File: src/rtl/nf10_axis_arb_pkg.sv
// Shared definitions for the nf10 AXI-Stream round-robin arbiter: FSM states,
// width helper and the tuser source-stamp field position.
package nf10_axis_arb_pkg;

   typedef enum logic {
      ST_IDLE = 1'b0,
      ST_PKT  = 1'b1
   } arb_state_t;

   localparam int SRC_STAMP_LSB = 24;
   localparam int SRC_STAMP_MSB = 31;

   function automatic int clog2(input int value);
      int result;
      result = 0;
      for (int v = value - 1; v > 0; v = v >> 1) begin
         result++;
      end
      return result;
   endfunction

endpackage

File: src/rtl/nf10_rr_pick.sv
// Round-robin selector: first valid port searching upward from last_ptr+1,
// wrapping modulo NUM_PORTS. Purely combinational.
module nf10_rr_pick
   import nf10_axis_arb_pkg::*;
#(
   parameter int NUM_PORTS = 4
)
(
   input  logic [NUM_PORTS-1:0] valid,
   input  logic [2:0]           last_ptr,
   output logic [2:0]           next_idx,
   output logic                 any_valid
);

   localparam int PW = clog2(NUM_PORTS);

   logic [PW-1:0] cand;

   // Walk farthest-to-nearest so the nearest valid candidate is the one left standing.
   always_comb begin
      next_idx  = last_ptr;
      any_valid = 1'b0;
      cand      = '0;
      for (int k = NUM_PORTS; k >= 1; k--) begin
         cand = PW'((int'(last_ptr) + k) % NUM_PORTS);
         if (valid[cand]) begin
            next_idx  = 3'(cand);
            any_valid = 1'b1;
         end
      end
   end

endmodule

File: src/rtl/nf10_axis_rr_arbiter.sv
// Packet-granular round-robin merge of NUM_PORTS AXI-Stream inputs onto one
// registered output. Optional NF10_ARB_SRC_STAMP_EN stamps a one-hot source mask into tuser[31:24].
module nf10_axis_rr_arbiter
   import nf10_axis_arb_pkg::*;
#(
   parameter int C_DATA_WIDTH = 32,
   parameter int C_USER_WIDTH = 128,
   parameter int NUM_PORTS    = 4
)
(
   input  logic                                clk,
   input  logic                                reset,
   input  logic [NUM_PORTS*C_DATA_WIDTH-1:0]   s_axis_tdata,
   input  logic [NUM_PORTS*C_DATA_WIDTH/8-1:0] s_axis_tstrb,
   input  logic [NUM_PORTS*C_USER_WIDTH-1:0]   s_axis_tuser,
   input  logic [NUM_PORTS-1:0]                s_axis_tvalid,
   input  logic [NUM_PORTS-1:0]                s_axis_tlast,
   output logic [NUM_PORTS-1:0]                s_axis_tready,
   output logic [C_DATA_WIDTH-1:0]             m_axis_tdata,
   output logic [C_DATA_WIDTH/8-1:0]           m_axis_tstrb,
   output logic [C_USER_WIDTH-1:0]             m_axis_tuser,
   output logic                                m_axis_tvalid,
   output logic                                m_axis_tlast,
   input  logic                                m_axis_tready,
   output logic [2:0]                          grant_port
);

   localparam int STRB_W = C_DATA_WIDTH / 8;
   localparam int PW     = clog2(NUM_PORTS);

   arb_state_t          state;
   arb_state_t          next_state;
   logic [2:0]          last_ptr;
   logic [2:0]          pick_idx;
   logic                pick_any;
   logic [PW-1:0]       gsel;
   logic                ready_cond;
   logic                beat_acc;
   logic [C_DATA_WIDTH-1:0] sel_data;
   logic [STRB_W-1:0]       sel_strb;
   logic [C_USER_WIDTH-1:0] sel_user;
   logic [C_USER_WIDTH-1:0] load_user;
   logic                    sel_last;
   logic                    sel_valid;

   assign gsel       = grant_port[PW-1:0];
   assign ready_cond = ~m_axis_tvalid | m_axis_tready;

   nf10_rr_pick #(
      .NUM_PORTS (NUM_PORTS)
   ) u_pick (
      .valid     (s_axis_tvalid),
      .last_ptr  (last_ptr),
      .next_idx  (pick_idx),
      .any_valid (pick_any)
   );

   always_comb begin
      sel_data  = '0;
      sel_strb  = '0;
      sel_user  = '0;
      sel_last  = 1'b0;
      sel_valid = 1'b0;
      for (int i = 0; i < NUM_PORTS; i++) begin
         if (PW'(i) == gsel) begin
            sel_data  = s_axis_tdata[i*C_DATA_WIDTH +: C_DATA_WIDTH];
            sel_strb  = s_axis_tstrb[i*STRB_W +: STRB_W];
            sel_user  = s_axis_tuser[i*C_USER_WIDTH +: C_USER_WIDTH];
            sel_last  = s_axis_tlast[i];
            sel_valid = s_axis_tvalid[i];
         end
      end
   end

`ifdef NF10_ARB_SRC_STAMP_EN
   logic [SRC_STAMP_MSB-SRC_STAMP_LSB:0] src_mask;

   always_comb begin
      src_mask             = '0;
      src_mask[grant_port] = 1'b1;
      load_user            = sel_user;
      load_user[SRC_STAMP_MSB:SRC_STAMP_LSB] = src_mask;
   end
`else
   assign load_user = sel_user;
`endif

   // Only the granted port ever sees ready; IDLE is a pure arbitration cycle.
   always_comb begin
      next_state    = state;
      s_axis_tready = '0;
      beat_acc      = 1'b0;
      case (state)
         ST_IDLE: begin
            if (pick_any) begin
               next_state = ST_PKT;
            end
         end
         ST_PKT: begin
            for (int i = 0; i < NUM_PORTS; i++) begin
               if (PW'(i) == gsel) begin
                  s_axis_tready[i] = ready_cond;
               end
            end
            beat_acc = sel_valid & ready_cond;
            if (beat_acc && sel_last) begin
               next_state = ST_IDLE;
            end
         end
      endcase
   end

   always_ff @(posedge clk) begin
      if (reset) begin
         state <= ST_IDLE;
      end else begin
         state <= next_state;
      end
   end

   always_ff @(posedge clk) begin
      if (reset) begin
         grant_port <= 3'(NUM_PORTS - 1);
         last_ptr   <= 3'(NUM_PORTS - 1);
      end else begin
         if (state == ST_IDLE && pick_any) begin
            grant_port <= pick_idx;
         end
         if (beat_acc && sel_last) begin
            last_ptr <= grant_port;
         end
      end
   end

   // One-deep output slice: a load wins over a drain so back-to-back beats stream.
   always_ff @(posedge clk) begin
      if (reset) begin
         m_axis_tdata  <= '0;
         m_axis_tstrb  <= '0;
         m_axis_tuser  <= '0;
         m_axis_tlast  <= 1'b0;
         m_axis_tvalid <= 1'b0;
      end else if (beat_acc) begin
         m_axis_tdata  <= sel_data;
         m_axis_tstrb  <= sel_strb;
         m_axis_tuser  <= load_user;
         m_axis_tlast  <= sel_last;
         m_axis_tvalid <= 1'b1;
      end else if (m_axis_tvalid && m_axis_tready) begin
         m_axis_tvalid <= 1'b0;
      end
   end

endmodule

File: config.mk
export PLATFORM = sky130hd
export DESIGN_NAME = nf10_axis_rr_arbiter
export DESIGN_NICKNAME = d
export VERILOG_FILES = /design/src/rtl/nf10_axis_arb_pkg.sv /design/src/rtl/nf10_rr_pick.sv /design/src/rtl/nf10_axis_rr_arbiter.sv
export SDC_FILE = /design/constraint.sdc
export NUM_CORES = 1
export LEC_CHECK = 0
export ABC_AREA = 1
export BUFFER_PORTS_ARGS = -buffer_cell sky130_fd_sc_hd__clkbuf_2
export CAP_MARGIN = 20
export CORE_AREA = 2 2 330 332
export DETAILED_ROUTE_END_ITERATION = 8
export DIE_AREA = 0 0 332 334
export PLACE_DENSITY_LB_ADDON = 0.12
export SYNTH_ARGS = -nofsm -noshare
export SYNTH_HDL_FRONTEND = slang
export SYNTH_SLANG_ARGS = --single-unit
File: constraint.sdc
create_clock -name clk -period 3.7 [get_ports clk]
set_clock_uncertainty 0.1 [all_clocks]
set_input_delay 0.185 -clock clk [delete_from_list [all_inputs] [get_ports clk]]
set_output_delay 0.185 -clock clk [all_outputs]
set_load 0.02 [all_outputs]
# Yosys cells after proc, flatten, opt, wreduce, memory -nomap -nowiden
# Index checks and enable logic that the tools add are counted.
# classes
magnitude_cmp,4
n_addsub,4
muxes,47
bitwise_logic,4
n_reduce_logical,6
eq_ne,3
# op_table
op,count
128-bit 2-to-1 mux,4
32-bit 2-to-1 mux,4
1-bit 2-to-1 mux,25
4-bit 2-to-1 mux,5
"2-bit by 3-bit less-than comparator with 1-bit output, second input constant",4
3-bit 2-to-1 mux,4
1-bit binary-select mux with 2-bit select,4
"2-bit by 1-bit adder with 2-bit output, second input constant",2
"2-bit adder, second input constant",2
"2-bit equality test, first input constant",2
1-bit logical AND,4
"1-bit by 2-bit equality test with 1-bit output, first input constant",1
2-bit logical NOT,1
1-bit NOT,2
1-bit case mux with 2 select lines,1
2-bit nonzero test,1
1-bit bitwise AND,1
1-bit bitwise OR,1
# word_totals
output_inout_bits,173
elab_cells,76
reg_bits,173
in_bits,667

# Logic depth before layout (Yosys ltp)
# logic_depth
word_depth,9
ltp_mapped,12
ltp_nobuf,11

# Hierarchy
# A second synthesis with hierarchy kept.
# hier_totals
hier_cells,1723
hier_area_um2,10303.6
# by_module_without_submodules
module,n_inst,area_each_um2,seq_area_each_um2,cells_per_inst
nf10_axis_rr_arbiter,1,10055.9,3463.3,1675
nf10_rr_pick,1,247.7,0.0,48

# Least setup slack after synthesis
# No wires, ideal clock.
# synth_path
kind,register -> register
start,register grant_port[1]
end,register m_axis_tuser[22]
arrival_ns,1.418
synth_period_minus_slack_ns,1.640
t_required_ns,3.478
stages_incl_launch_ff,9
path_buffers,3
setup_time_ns,0.122
setup_slack_ns,2.060
cell_sequence,dfxtp_1 > buf_4 > nand2_2 > inv_2 > nand3_1 > nand2_4 > buf_2 > buf_2 > a21oi_1
# synth_via
elab_chain_cells,7
elab_cells_between_ends,14
cone_classes,eq/ne (3); mux (9); bitwise (1); reduce/logical (1)
# synth_lines
item,line_no,text
from (decl),nf10_axis_rr_arbiter.sv:25,output logic [2:0] grant_port
from (signal assigned),nf10_axis_rr_arbiter.sv:123,grant_port <= 3'(NUM_PORTS - 1);
from (signal assigned),nf10_axis_rr_arbiter.sv:127,grant_port <= pick_idx;
2-bit logical NOT,nf10_axis_rr_arbiter.sv:65,if (PW'(i) == gsel) begin
1-bit 2-to-1 mux (4 in series),nf10_axis_rr_arbiter.sv:65,
1-bit bitwise AND,nf10_axis_rr_arbiter.sv:105,beat_acc = sel_valid & ready_cond;
1-bit 2-to-1 mux,nf10_axis_rr_arbiter.sv:93,case (state)
to (signal assigned),nf10_axis_rr_arbiter.sv:146,m_axis_tuser <= load_user;
to (decl),nf10_axis_rr_arbiter.sv:21,"output logic [C_USER_WIDTH-1:0] m_axis_tuser,"
# Several ways; a longest one is shown, not always the timed one.
# A chain may end at the register's enable or synchronous reset.

# Worst setup path after layout
# layout_path
start,register grant_port[1]
end,register m_axis_tuser[16]
# The elaborated chain is that of the path after synthesis.

==> metrics.txt <==
outcome complete, no violations; PD cells about 600 nW/um^2; area of the multi-input gates ~5500 sq um; Final Worst Setup Slack approximately 0.57 ns; first-pass GRT wire length around 110000 microns; synth-to-layout area growth 98.0%; vias ~15000; Worst EP required around 4 ns; worst-path fanout max approximately 50; sequential-to-total area share from yosys stat 35.4%; max-slew violations 0; total power 11.5 mW; CTS tree built; pre-CTS setup slack 0.947 ns; Crit Path Category flip-flop to flip-flop; Startpoint Class flip-flop; io pins 840; leakage slightly above 9 nW; RSZ-0062 raised after global routing no; Seq pwr share 23.8%; ys flop type dfxtp_1; post-synthesis cell area roughly 10000 sq um; initial antenna violation count 26; final net count around 3300; CTS Buf Count 17; Clock Latency Late Sink about 0.5 ns; post-DP HPWL roughly 63000 microns; pin count of the biggest net entering global routing 96; share of layout cells above drive strength 1 roughly a third; Switching Fraction a little under half; Register Area ~3400 sq um; most frequent cell after synthesis nand2_1; initial core utilization around 9%; area leader, netlist dfxtp_1; post-route ant nets 0; post-DR vias/cell approximately 3.6; Core Footprint around 110000 sq um; VDD IR max roughly 400 uV; Ys Warns 0; Clk pwr share between 15 and 20%; Clock Sink Count between 150 and 200; drt pass-1 iters 5; Reg clk slew, reported paths 0.08 ns; fillers between 10000 and 15000; Final Non-Filler Cells about 4100; final WL about 78000 microns; Net Sw Power slightly above 5 mW; Comb pwr share between 50 and 60%; GRT Total Usage 13.7%; top post-synthesis cells by area dfxtp_1, nand2_1, a21oi_1, nand3_1, o21ai_1; Yosys cell types 21; syn_nets about 2200; Core Rows roughly 120; final worst path period need 3.13 ns; Post-synth ARST share 0%; Clock Root Buffer clkbuf_16; number of synthesized flops with an enable pin 0; post-route setup TNS 0 ns; total gr overflow 0; CP arrival roughly 3.5 ns; cell internal pwr roughly 6.3 mW; Placed Cells ~3700; Port Buf Inserts between 800 and 900; Die Area between 100000 and 150000 sq um; Iteration-0 DRC Markers around 500; Post-synth top cells nand2_1, a21oi_1, nand3_1; vias in the first global route 15441; area share of the leading cell type in the synthesized netlist a little over a third; Post-Syn Instances approximately 1500; H-tree Lvls 4; Slew HR 51.7%; Clock Path Buffers 2; Avg Synthesized Cell Area ~6.3 sq um; worst slew pin tran 0.724 ns; Residual DRC 0; Hold Crit Class input port to flip-flop; chip height around 330 microns; Seq cells post-synth about 170; final setup vio count 0; Post-CTS Resized 0; final hold violations 0; Max Clock Freq 0.319 GHz; routed wire length per instance 19.1 microns; Die X about 330 microns; max_cap viols 0; crit end category flip-flop; Final Wtd Congestion ~0.76; final period utilization 84.6%
power by group through the flow:
stage	Sequential [mW]	Combinational [mW]	Clock, mW
2_1_floorplan	3.35	2.64	0
3_3_place_gp	2.80	5.64	0
3_5_place_dp	2.77	5.60	0
4_1_cts	2.74	6.87	2.17
5_1_grt	2.80	7.39	2.23
6_report	2.73	6.69	2.06
cell type report:
type                       count  share of cell area (%)
timing repair buffer        1193                    40.5
multi-input combinational   1230                    28.6
sequential                   172                    17.9
tap                         1414                    9.20
clock buffer                  24                    2.50
clock inverter                 8                   0.683
inverter                      18                   0.403
antenna                       14                   0.182
state kept, by name, summed over array words and instances, names as in the netlist:
register       count
m_axis_tuser     128
m_axis_tdata      32
m_axis_tstrb       4
grant_port         3
last_ptr           2
m_axis_tlast       1
m_axis_tvalid      1
state              1
cell families (layout without fill, tap and decap cells):
family | count (synthesis) | after routing | synth area share [%]
buffers and inverters | 147 | 1243 | 8.09
AO/OA/AOI/OAI | 496 | 496 | 25.5
AND/OR/NAND/NOR | 734 | 734 | 30.9
other | 0 | 14 | 0
flip-flops | 172 | 172 | 35.4
critical path, cell delays in order, from the launching register on:
cell and delay, ns:
dfxtp_1 0.63, inv_1 0.17, nor2_4 0.17, buf_12 0.23, buf_4 0.22, nand2_1 0.07, nand3_1 0.06, dlygate4sd3_1 0.54
a21oi_1 0.04, dlygate4sd3_1 0.57, a21oi_1 0.14
timing repair:
item	CTS	global route
hold buffers	318	0
hold endpoints to repair	167	0
setup buffers	0	1
endpoints found under the setup margin	0	1
path summary, 6_finish.rpt:
path                                   startpoint               end  slack (ns)  cells after the start
worst max-delay path                grant_port[1]  m_axis_tuser[16]        0.57                     10
worst max register to register      grant_port[1]  m_axis_tuser[16]        0.57                     10
worst min-delay path            s_axis_tuser[327]  m_axis_tuser[71]        0.05                      5
worst min register to register      grant_port[2]     grant_port[2]        0.37                      2
per-layer routing:
metal / vias up / part of all wire, % / GRT usage [%]
met2: 546 / 48 / 23.3
met3: 84 / 8.0 / 5.38
met1: 6685 / 42 / 15.9
met5: - / 0.17 / 0
li1: 7439 / - / -
met4: 20 / 1.8 / 3.65
metrics by stage:
step | hold WS (ns) | instance area, sq um | utilization, %
2_1_floorplan | 0.154 | 9720 | -
3_5_place_dp | 0.357 | 15400 | 14.3
5_1_grt | 0.0297 | 19200 | 17.8
4_1_cts | 0.00145 | 19200 | 17.8
6_report | 0.0548 | 19200 | 17.8
3_3_place_gp | 0.340 | 15400 | 14.3
cells in the final DEF (no fill, tap or decap), drive strengths merged:
cell and instances:
a21oi 330, clkinvlp 2, nand4 2, inv 20, clkinv 1, dfxtp 172
o21ai 166, bufinv 3, nor3 3, clkbuf 863, nand2 544, dlygate4sd3 318
diode 14, nor2 10, buf 36, nand3 175
No activity file was read; power rests on OpenSTA's default activity.
